$ cat src/rtl/perceptron_update_sched.sv
`default_nettype none
// ============================================================================
// perceptron_update_sched: queues perceptron training events and spends idle
// weight-table cycles on per-bank +/-1 writes.
// Optional stats counters: PERCEPTRON_SCHED_STATS_EN.  Revision: 1.0
// ============================================================================
module perceptron_update_sched #(
  parameter int FB_DEPTH     = 4,
  parameter int IDX_W        = 10,
  parameter int NUM_BANKS    = 4,
  parameter int STARVE_LIMIT = 8,
  localparam int BANK_W = (NUM_BANKS > 1) ? $clog2(NUM_BANKS) : 1
) (
  input  logic             clk,
  input  logic             rst,
  input  logic             i_req_valid,
  input  logic             i_fb_valid,
  input  logic [IDX_W-1:0] i_fb_index,
  input  logic             i_fb_taken,
  input  logic             i_fb_train,
  output logic             o_fb_ready,
  output logic             o_upd_en,
  output logic [IDX_W-1:0] o_upd_index,
  output logic [BANK_W-1:0] o_upd_bank,
  output logic             o_upd_taken,
  output logic             o_req_stall,
  output logic             o_busy
`ifdef PERCEPTRON_SCHED_STATS_EN
  ,
  output logic [15:0]      o_drop_cnt,
  output logic [15:0]      o_force_cnt
`endif
);

  localparam int PTR_W = $clog2(FB_DEPTH);
  localparam int CNT_W = PTR_W + 1;
  localparam int STV_W = (STARVE_LIMIT > 0) ? $clog2(STARVE_LIMIT + 1) : 1;

  typedef enum logic [0:0] {S_IDLE = 1'b0, S_UPDATE = 1'b1} state_t;

  state_t                 state_q, state_d;
  logic [CNT_W-1:0]       count_q, count_d;
  logic [PTR_W-1:0]       wr_ptr_q, wr_ptr_d;
  logic [PTR_W-1:0]       rd_ptr_q, rd_ptr_d;
  logic [BANK_W-1:0]      bank_q, bank_d;
  logic [STV_W-1:0]       starve_q, starve_d;
  logic [IDX_W:0]         mem_q [FB_DEPTH];
  logic [IDX_W:0]         mem_d [FB_DEPTH];

  logic w_full, w_push, w_drop, w_force, w_issue, w_last, w_pop;

  always_comb begin
    w_full  = (count_q == CNT_W'(FB_DEPTH));
    w_push  = i_fb_valid & i_fb_train & ~w_full;
    w_drop  = i_fb_valid & i_fb_train & w_full;
    w_force = (state_q == S_UPDATE) && (starve_q == STV_W'(STARVE_LIMIT));
    w_issue = (state_q == S_UPDATE) && (!i_req_valid || w_force);
    w_last  = (bank_q == BANK_W'(NUM_BANKS - 1));
    w_pop   = w_issue & w_last;

    mem_d = mem_q;
    if (w_push) mem_d[wr_ptr_q] = {i_fb_index, i_fb_taken};
    wr_ptr_d = w_push ? wr_ptr_q + PTR_W'(1) : wr_ptr_q;
    rd_ptr_d = w_pop ? rd_ptr_q + PTR_W'(1) : rd_ptr_q;
    count_d  = count_q + CNT_W'(w_push) - CNT_W'(w_pop);

    state_d  = state_q;
    bank_d   = bank_q;
    starve_d = starve_q;
    if (state_q == S_IDLE) begin
      starve_d = '0;
      bank_d   = '0;
      if (count_q != '0) state_d = S_UPDATE;
    end else if (w_issue) begin
      starve_d = '0;
      if (w_last) begin
        bank_d = '0;
        // A push landing on the final slot keeps the FSM busy without a bubble
        if (count_d == '0) state_d = S_IDLE;
      end else begin
        bank_d = bank_q + BANK_W'(1);
      end
    end else begin
      starve_d = starve_q + STV_W'(1);
    end
  end

  always_ff @(posedge clk) begin
    mem_q <= mem_d;
    if (rst) begin
      state_q  <= S_IDLE;
      count_q  <= '0;
      wr_ptr_q <= '0;
      rd_ptr_q <= '0;
      bank_q   <= '0;
      starve_q <= '0;
    end else begin
      state_q  <= state_d;
      count_q  <= count_d;
      wr_ptr_q <= wr_ptr_d;
      rd_ptr_q <= rd_ptr_d;
      bank_q   <= bank_d;
      starve_q <= starve_d;
    end
  end

  always_comb begin
    o_fb_ready  = ~w_full;
    o_upd_en    = w_issue;
    o_upd_index = w_issue ? mem_q[rd_ptr_q][IDX_W:1] : '0;
    o_upd_taken = w_issue ? mem_q[rd_ptr_q][0] : 1'b0;
    o_upd_bank  = w_issue ? bank_q : '0;
    o_req_stall = w_issue & i_req_valid;
    o_busy      = (count_q != '0) || (state_q != S_IDLE);
  end

`ifdef PERCEPTRON_SCHED_STATS_EN
  logic [15:0] drop_cnt_q, drop_cnt_d;
  logic [15:0] force_cnt_q, force_cnt_d;

  always_comb begin
    drop_cnt_d  = drop_cnt_q;
    force_cnt_d = force_cnt_q;
    if (w_drop && drop_cnt_q != 16'hFFFF) drop_cnt_d = drop_cnt_q + 16'd1;
    if (o_req_stall && force_cnt_q != 16'hFFFF) force_cnt_d = force_cnt_q + 16'd1;
  end

  always_ff @(posedge clk) begin
    if (rst) begin
      drop_cnt_q  <= '0;
      force_cnt_q <= '0;
    end else begin
      drop_cnt_q  <= drop_cnt_d;
      force_cnt_q <= force_cnt_d;
    end
  end

  assign o_drop_cnt  = drop_cnt_q;
  assign o_force_cnt = force_cnt_q;
`else
  logic w_unused;
  assign w_unused = w_drop;
`endif

endmodule
`default_nettype wire

$ cat config.mk
export PLATFORM = sky130hd
export DESIGN_NAME = perceptron_update_sched
export DESIGN_NICKNAME = d
export VERILOG_FILES = /design/src/rtl/perceptron_update_sched.sv
export SDC_FILE = /design/constraint.sdc
export NUM_CORES = 1
export LEC_CHECK = 0
export CORE_MARGIN = 2
export CORE_UTILIZATION = 58
export CTS_CLUSTER_DIAMETER = 30
export DETAILED_ROUTE_END_ITERATION = 16
export GPL_ROUTABILITY_DRIVEN = 0
export PLACE_DENSITY = 0.84
export RECOVER_POWER = 50
export SYNTH_ARGS = -nofsm -noshare
export SYNTH_HDL_FRONTEND = slang
export SYNTH_SLANG_ARGS = --single-unit
$ cat constraint.sdc
create_clock -name clk -period 7.5 [get_ports clk]
set_clock_uncertainty 0.1 [all_clocks]
set_input_delay 1.5 -clock clk [delete_from_list [all_inputs] [get_ports clk]]
set_output_delay 1.5 -clock clk [all_outputs]
set_load 0.01 [all_outputs]
==> results of run 1 <==
## routing by layer
| layer | GRT usage, % | wire length, µm | part of all wire (%) | up-vias |
|---|---|---|---|---|
| met3 | 5.23 | 141 | 3.3 | 10 |
| met1 | 21.8 | 1660 | 39 | 689 |
| met5 | 0 | 0 | 0 | - |
| li1 | - | - | - | 667 |
| met4 | 10.5 | 85 | 2.0 | 0 |
| met2 | 36.3 | 2390 | 56 | 34 |
## logic make-up (layout without fill, tap and decap cells)
logic type / count (synthesis) / count (layout) / synth area share [%]
DFF: 58 / 58 / 64.9
and+or+nand+nor: 47 / 47 / 10.6
buffers and inverters: 16 / 58 / 3.45
muxes: 13 / 13 / 11.6
AOI/OAI and AO/OA: 12 / 12 / 2.69
adders and majority gates: 10 / 10 / 5.38
xor gates and xnor gates: 4 / 4 / 1.42
## flip-flops by register name, summed over array words and instances (netlist names)
signal	flops
bank_q	2
rd_ptr_q	2
wr_ptr_q	2
state_q	1
starve_q	4
mem_q	44
count_q	3
## critical path, delay by kind of cell
family / cells / cell delay [ns]
AOI/OAI and AO/OA: 1 / 0.66
and+or+nand+nor: 1 / 0.24
buffers and inverters: 2 / 1.19
## power breakdown
group | internal, mW | switching (mW)
registers | 0.356 | 0.00535
logic | 0.0277 | 0.0263
clock network | 0.147 | 0.108
## how the worst max path moves through the flow
stage          slack (ns)             end         from  cells past startpoint
5_1_grt              2.14  o_upd_index[2]  i_req_valid                      4
2_1_floorplan        3.83  o_upd_index[0]  i_req_valid                      3
3_5_place_dp         2.32   o_upd_bank[0]  i_req_valid                      4
4_1_cts              2.31   o_upd_bank[0]  i_req_valid                      4
6_report             2.30   o_upd_bank[0]  i_req_valid                      4
3_3_place_gp         2.49  o_upd_index[2]  i_req_valid                      4
## cell type report
| class | instances | share of cell area, % |
|---|---|---|
| Clock buffer | 10 | 4.28 |
| Clock inverter | 5 | 1.55 |
| Inverter | 11 | 1.39 |
| Multi-Input combinational cell | 86 | 26.2 |
| Sequential cell | 58 | 53.8 |
| Tap cell | 50 | 2.10 |
| Timing Repair Buffer | 32 | 10.8 |
## cell usage in the layout, fill, tap and decap left out, drive strengths merged, types with 2 or more instances in the layout
cell type / instances
xnor2: 2
clkinv: 4
mux4: 11
xor2: 2
mux2: 2
and2: 14
nand2b: 2
ha: 9
nor2: 11
clkbuf: 10
inv: 11
a21oi: 6
dlygate4sd3: 14
dfxtp: 14
nor2b: 2
and3: 5
edfxtp: 44
o21ai: 4
clkdlybuf4s50: 18
nand2: 2
nand3: 6
## per-stage QoR
step / power (mW) / worst slack [ns] / hold WS, ns
6_report: 0.671 / 2.30 / 0.372
5_1_grt: 0.698 / 2.14 / 0.412
4_1_cts: 0.677 / 2.31 / 0.372
3_5_place_dp: 0.424 / 2.32 / 0.356
3_3_place_gp: 0.419 / 2.49 / 0.336
2_1_floorplan: 0.393 / 3.83 / 0.330
==> impl_metrics.sql, run 1 <==
INSERT INTO impl_metrics (metric_group, metric, value, unit) VALUES
('outcome', 'run_status', 'completed', ''),
('hold_path', 'timing.hold.worst.class', 'reg -> reg', ''),
('clock_tree', 'cts_htree_levels', '3', ''),
('final_layout', 'fill_cells', '247', ''),
('sta', 'finalHoldViolCount', '0', ''),
('setup_path', 'crit_chain', 'dlygate4sd3_1 > a21boi_1 > and2_1 > clkdlybuf4s50_1', ''),
('synth', 'synth.ff_latch_count', '58', ''),
('hold_path', 'hold_path_origin', 'starve_q[0]', ''),
('final_layout', 'synthToLayoutAreaGrowth', '20.8', '%'),
('setup_path', 'critical_path_launch_point_type', 'input port', ''),
('clock_tree', 'root_buffer', 'clkbuf_8', ''),
('synth', 'portion_of_synthesized_cell_area_occupied_by_the_leading_cell_type', '53.6', '%'),
('final_layout', 'stdcell_area', '2980', 'µm²'),
('setup_path', 'timing.critical_path.to_type', 'primary output', ''),
('sta', 'final_critical_path_time_including_i_o_delays_and_setup', '5.20', 'ns'),
('sta', 'final_cycle_share', '69.3', '%'),
('setup_path', 'setup.reg_to_reg.worst_slack', '4.76', 'ns'),
('final_layout', 'insertedDiodeCount', '0', ''),
('hold_path', 'hold_depth', '1', ''),
('final_layout', 'final_core_util', '73.4', '%'),
('drt', 'routed_via_density', '5.56', ''),
('setup_path', 'worst_path_largest_cell_delay', '0.66', 'ns'),
('synth', 'synth-async-reset-ratio', '0', '%'),
('final_layout', 'finalNetCount', '224', ''),
('sta', 'tns', '0', 'ns'),
('die', 'io-pin-count', '33', ''),
('clock_tree', 'worst_setup_hold_path_clk_slew', '0.06', 'ns'),
('final_layout', 'instances_no_fill', '252', ''),
('drt', 'avgRoutedWirePerCell', '17.0', 'µm'),
('die', 'die_height', '69.2', 'µm'),
('drt', 'via_count', '1400', ''),
('global_routing', 'maximum_number_of_pins_on_one_net_before_global_route_repair', '15', ''),
('final_layout', 'final_layout_size_suffix_gt1_share', '9.90', '%'),
('setup_path', 'path_class', 'in -> out', ''),
('synth', 'post_synth_inst_count', '160', ''),
('clock_tree', 'cts.sinks', '58', ''),
('synth', 'synth_edf_count', '44', ''),
('clock_tree', 'post_cts.resized_instances', '0', ''),
('setup_path', 'slowest_stage', 'a21boi_1', ''),
('placed_design', 'place.detailed.hpwl', '3090', 'µm'),
('drt', 'remaining_drc_errors', '0', ''),
('synth', 'syn-mean-instance-area', '15.4', 'µm²'),
('clock_tree', 'cts_hold_buffers', '0', ''),
('synth', 'netlist-cell-type-count', '31', ''),
('setup_path', 'worstReg2RegEnd', 'state_q', ''),
('setup_path', 'worst_r2r_path_depth', '12', ''),
('final_layout', 'reg_area', '1600', 'µm²'),
('synth', 'ys.flop_type', 'edfxtp_1', ''),
('synth', 'yosys.area.top_type', 'edfxtp_1', ''),
('die', 'die-area', '4790', 'µm²'),
('placed_design', 'placed_cell_area', '2810', 'µm²'),
('die', 'placementRows', '23', ''),
('sta', 'timing_worst_slew_pin_value', '0.821', 'ns'),
('drt', 'drt.antenna.violating_nets', '0', ''),
('hold_path', 'hold-path-endpoint', 'starve_q[0]', ''),
('placed_design', 'dpl.cell_count', '237', ''),
('global_routing', 'grt_first_pass_wirelength', '7080', 'µm'),
('drt', 'dr.first_iter.drc_count', '111', ''),
('drt', 'drt_pre_antenna_iters', '4', ''),
('clock_tree', 'clkLatencyLatePin', '0.32', 'ns'),
('synth', 'leading_cell_type_by_number_of_instances_after_synthesis', 'edfxtp_1', ''),
('final_layout', 'area_used_by_multi_input_combinational_logic', '779', 'µm²'),
('run', 'timing.max_cap.violations', '0', ''),
('clock_tree', 'tritoncts', 'done', ''),
('sta', 'endpoints_failing_setup', '0', ''),
('setup_path', 'r2r_start', 'starve_q[0]', ''),
('global_routing', 'number_of_global_route_vias_before_repair', '1482', ''),
('sta', 'maxClockFrequency', '0.192', 'GHz'),
('die', 'core-area', '4060', 'µm²'),
('global_routing', 'grt_remaining_overflow', '0', ''),
('power_and_ir_drop', 'leakage', '1.06', 'nW');
Power figures use the tool's default switching activity.
==> inputs of run 2 (changes only) <==
--- a/config.mk
+++ b/config.mk
@@ -6,11 +6,11 @@
 export NUM_CORES = 1
 export LEC_CHECK = 0
 export CORE_MARGIN = 2
-export CORE_UTILIZATION = 58
+export CORE_UTILIZATION = 49
 export CTS_CLUSTER_DIAMETER = 30
 export DETAILED_ROUTE_END_ITERATION = 16
 export GPL_ROUTABILITY_DRIVEN = 0
-export PLACE_DENSITY = 0.84
+export PLACE_DENSITY = 0.75
 export RECOVER_POWER = 50
 export SYNTH_ARGS = -nofsm -noshare
 export SYNTH_HDL_FRONTEND = slang
==> constraint.sdc (replaced) <==
create_clock -name clk -period 4.7 [get_ports clk]
set_clock_uncertainty 0.1 [all_clocks]
set_input_delay 0.94 -clock clk [delete_from_list [all_inputs] [get_ports clk]]
set_output_delay 0.94 -clock clk [all_outputs]
set_load 0.01 [all_outputs]
==> run 2 against run 1 <==
  * Via count is 1.6% higher
  * Final cell count rose by 7.5%
  * Sequential power is 60% higher
  * Cell area increased by 2.1%
  * Critical path depth up 1
  * Critical path type unchanged
  * Non-clock buffer count up 1
  * Sequential cell count is the same
  * Hold slack improved by 0.0053 ns
  * First-iteration DRC count fell by 32%
==> impl_metrics.sql, run 2 (synthesized netlist as in run 1, its figures left out) <==
INSERT INTO impl_metrics (metric_group, metric, value, unit) VALUES
('outcome', 'run_status', 'completed', ''),
('clock_tree', 'cts_htree_levels', '3', ''),
('hold_path', 'timing.hold.worst.class', 'reg -> reg', ''),
('power_and_ir_drop', 'power_switching', '0.241', 'mW'),
('die', 'die_height', '74.9', 'µm'),
('sta', 'timing_worst_slew_pin_value', '0.795', 'ns'),
('setup_path', 'slowest_stage', 'dlygate4sd3_1', ''),
('drt', 'avgRoutedWirePerCell', '16.7', 'µm'),
('sta', 'hold-worst-slack', '0.377', 'ns'),
('clock_tree', 'worst_setup_hold_path_clk_slew', '0.06', 'ns'),
('die', 'starting_utilization_of_the_core_area', '51.5', '%'),
('drt', 'via_count', '1422', ''),
('power_and_ir_drop', 'p_total', '1.15', 'mW'),
('final_layout', 'largest_register_ff_count', '44', ''),
('setup_path', 'worst_path_largest_cell_delay', '0.64', 'ns'),
('final_layout', 'insertedDiodeCount', '0', ''),
('drt', 'wl_met1', '1790', 'µm'),
('setup_path', 'maximum_fanout_encountered_on_the_critical_timing_path', '8', ''),
('final_layout', 'highest_count_cells_in_the_layout_ignoring_fill_and_taps', '44 x edfxtp_1, 18 x clkdlybuf4s50_1, 14 x dfxtp_1, 14 x dlygate4sd3_1, 13 x and2_1', ''),
('placed_design', 'dpl.cell_count', '255', ''),
('final_layout', 'stdcell_area', '3040', 'µm²'),
('drt', 'top_signal_layer_used', 'met4', ''),
('setup_path', 'timing.critical_path.to_type', 'primary output', ''),
('setup_path', 'crit_chain', 'dlygate4sd3_1 > a21boi_1 > buf_4 > and2_1 > clkdlybuf4s50_1', ''),
('sta', 'endpoints_failing_setup', '0', ''),
('drt', 'drt_wl_total', '4530', 'µm'),
('clock_tree', 'cts.sinks', '58', ''),
('power_and_ir_drop', 'p_seq_share', '50.1', '%'),
('global_routing', 'number_of_global_route_vias_before_repair', '1532', ''),
('clock_tree', 'clk_buf_depth', '2', ''),
('final_layout', 'final_core_util', '63.6', '%'),
('setup_path', 'critPathRequiredTime', '3.66', 'ns'),
('sta', 'finalHoldViolCount', '0', ''),
('die', 'core-area', '4790', 'µm²'),
('clock_tree', 'cts_hold_buffers', '0', ''),
('setup_path', 'critical_path_arrival', '2.86', 'ns'),
('placed_design', 'placement.io_buffers', '32', ''),
('global_routing', 'maximum_number_of_pins_on_one_net_before_global_route_repair', '15', ''),
('global_routing', 'antenna_found_initial', '0', ''),
('clock_tree', 'tritoncts.num_buffers', '9', ''),
('drt', 'drt.antenna.violating_nets', '0', ''),
('clock_tree', 'buffers_inserted_by_post_cts_timing_repair', '0', ''),
('power_and_ir_drop', 'clkPwrFrac', '42.2', '%'),
('sta', 'tns', '0', 'ns'),
('power_and_ir_drop', 'cellPowerDensity', '377', 'nW/µm²'),
('sta', 'final_cycle_share', '83.1', '%'),
('power_and_ir_drop', 'leakage', '1.08', 'nW'),
('final_layout', 'largestRegisters', 'mem_q x44, starve_q x4, count_q x3', ''),
('drt', 'remaining_drc_errors', '0', ''),
('power_and_ir_drop', 'p_comb_share', '7.7', '%'),
('clock_tree', 'clkLatencyLatePin', '0.33', 'ns'),
('global_routing', 'grt_first_pass_wirelength', '7080', 'µm'),
('hold_path', 'hold_depth', '1', ''),
('run', 'timing.max_cap.violations', '0', ''),
('sta', 'rsz0062_at_grt', 'no', ''),
('clock_tree', 'tritoncts', 'done', ''),
('drt', 'met2RoutedLength', '2500', 'µm'),
('die', 'die-area', '5620', 'µm²'),
('power_and_ir_drop', 'netSwitchingFraction', '21.0', '%'),
('sta', 'final_worst_slack', '0.795', 'ns'),
('setup_path', 'path_class', 'in -> out', ''),
('final_layout', 'instances_no_fill', '271', ''),
('drt', 'routed_via_density', '5.25', ''),
('final_layout', 'largest-register', 'mem_q', ''),
('final_layout', 'finalNetCount', '225', ''),
('die', 'io-pin-count', '33', ''),
('global_routing', 'grt_remaining_overflow', '0', ''),
('placed_design', 'place_ws', '0.854', 'ns'),
('die', 'die_x', '74.9', 'µm'),
('setup_path', 'critical_path_launch_point_type', 'input port', ''),
('global_routing', 'groute.usage.overall', '18.0', '%'),
('final_layout', 'synthToLayoutAreaGrowth', '23.4', '%'),
('clock_tree', 'post_cts.resized_instances', '0', ''),
('clock_tree', 'root_buffer', 'clkbuf_8', ''),
('final_layout', 'final_layout_size_suffix_gt1_share', '11.8', '%'),
('sta', 'final_critical_path_time_including_i_o_delays_and_setup', '3.90', 'ns'),
('placed_design', 'place.detailed.hpwl', '3050', 'µm'),
('setup_path', 'worst_r2r_path_depth', '12', ''),
('sta', 'relSlewSlack', '46.9', '%'),
('power_and_ir_drop', 'worst_vdd_rail_ir_drop', '0.220', 'mV'),
('power_and_ir_drop', 'internal_power', '0.907', 'mW'),
('drt', 'drt_pre_antenna_iters', '4', ''),
('die', 'placementRows', '25', ''),
('drt', 'route.met3.wl', '171', 'µm'),
('final_layout', 'fill_cells', '359', ''),
('final_layout', 'mostFrequentLayoutCell', 'edfxtp_1', ''),
('placed_design', 'placed_cell_area', '2830', 'µm²'),
('sta', 'maxClockFrequency', '0.256', 'GHz'),
('sta', 'slew_violations', '0', ''),
('drt', 'dr.first_iter.drc_count', '75', '');
-- run 2: cell count changes in the layout (fill, tap and decap cells not counted), sizes merged --
cell	change
buf	+1
bufinv	+1
clkinv	-1
clkinvlp	+1
-- run 2: routing by layer --
metal | global-route usage [%] | vias to the layer above
li1 | - | 667
met1 | 20.1 | 720
met2 | 31.5 | 31
met3 | 5.62 | 4
met4 | 8.33 | 0
met5 | 0 | -
-- run 2: path summary, 6_finish.rpt --
path	startpoint	end	slack (ns)
worst min-delay path	starve_q[0]	starve_q[0]	0.38
worst max-delay path	i_req_valid	o_upd_bank[1]	0.80
worst max register to register	starve_q[0]	state_q	1.96
worst min register to register	starve_q[0]	starve_q[0]	0.38
-- run 2: final cells by class --
type | count | area (µm²) | share of cell area [%]
Multi-Input combinational cell | 86 | 779 | 25.6
Sequential cell | 58 | 1600 | 52.6
Tap cell | 67 | 83.8 | 2.75
Clock buffer | 10 | 128 | 4.19
Timing Repair Buffer | 33 | 328 | 10.8
Inverter | 11 | 41.3 | 1.36
Clock inverter | 6 | 81.3 | 2.67
-- run 2: worst max-delay path: cells and delay by family --
kind | cells | cell delay, ns
AOI/OAI and AO/OA | 1 | 0.38
and+or+nand+nor | 1 | 0.13
buffers and inverters | 3 | 1.41
-- run 2: power groups by stage --
| stage | Sequential, mW | Clock (mW) | Combinational, mW |
|---|---|---|---|
| 2_1_floorplan | 0.584 | 0 | 0.0434 |
| 5_1_grt | 0.577 | 0.518 | 0.0971 |
| 3_3_place_gp | 0.585 | 0 | 0.0858 |
| 6_report | 0.576 | 0.484 | 0.0887 |
| 3_5_place_dp | 0.587 | 0 | 0.0920 |
| 4_1_cts | 0.576 | 0.494 | 0.0926 |
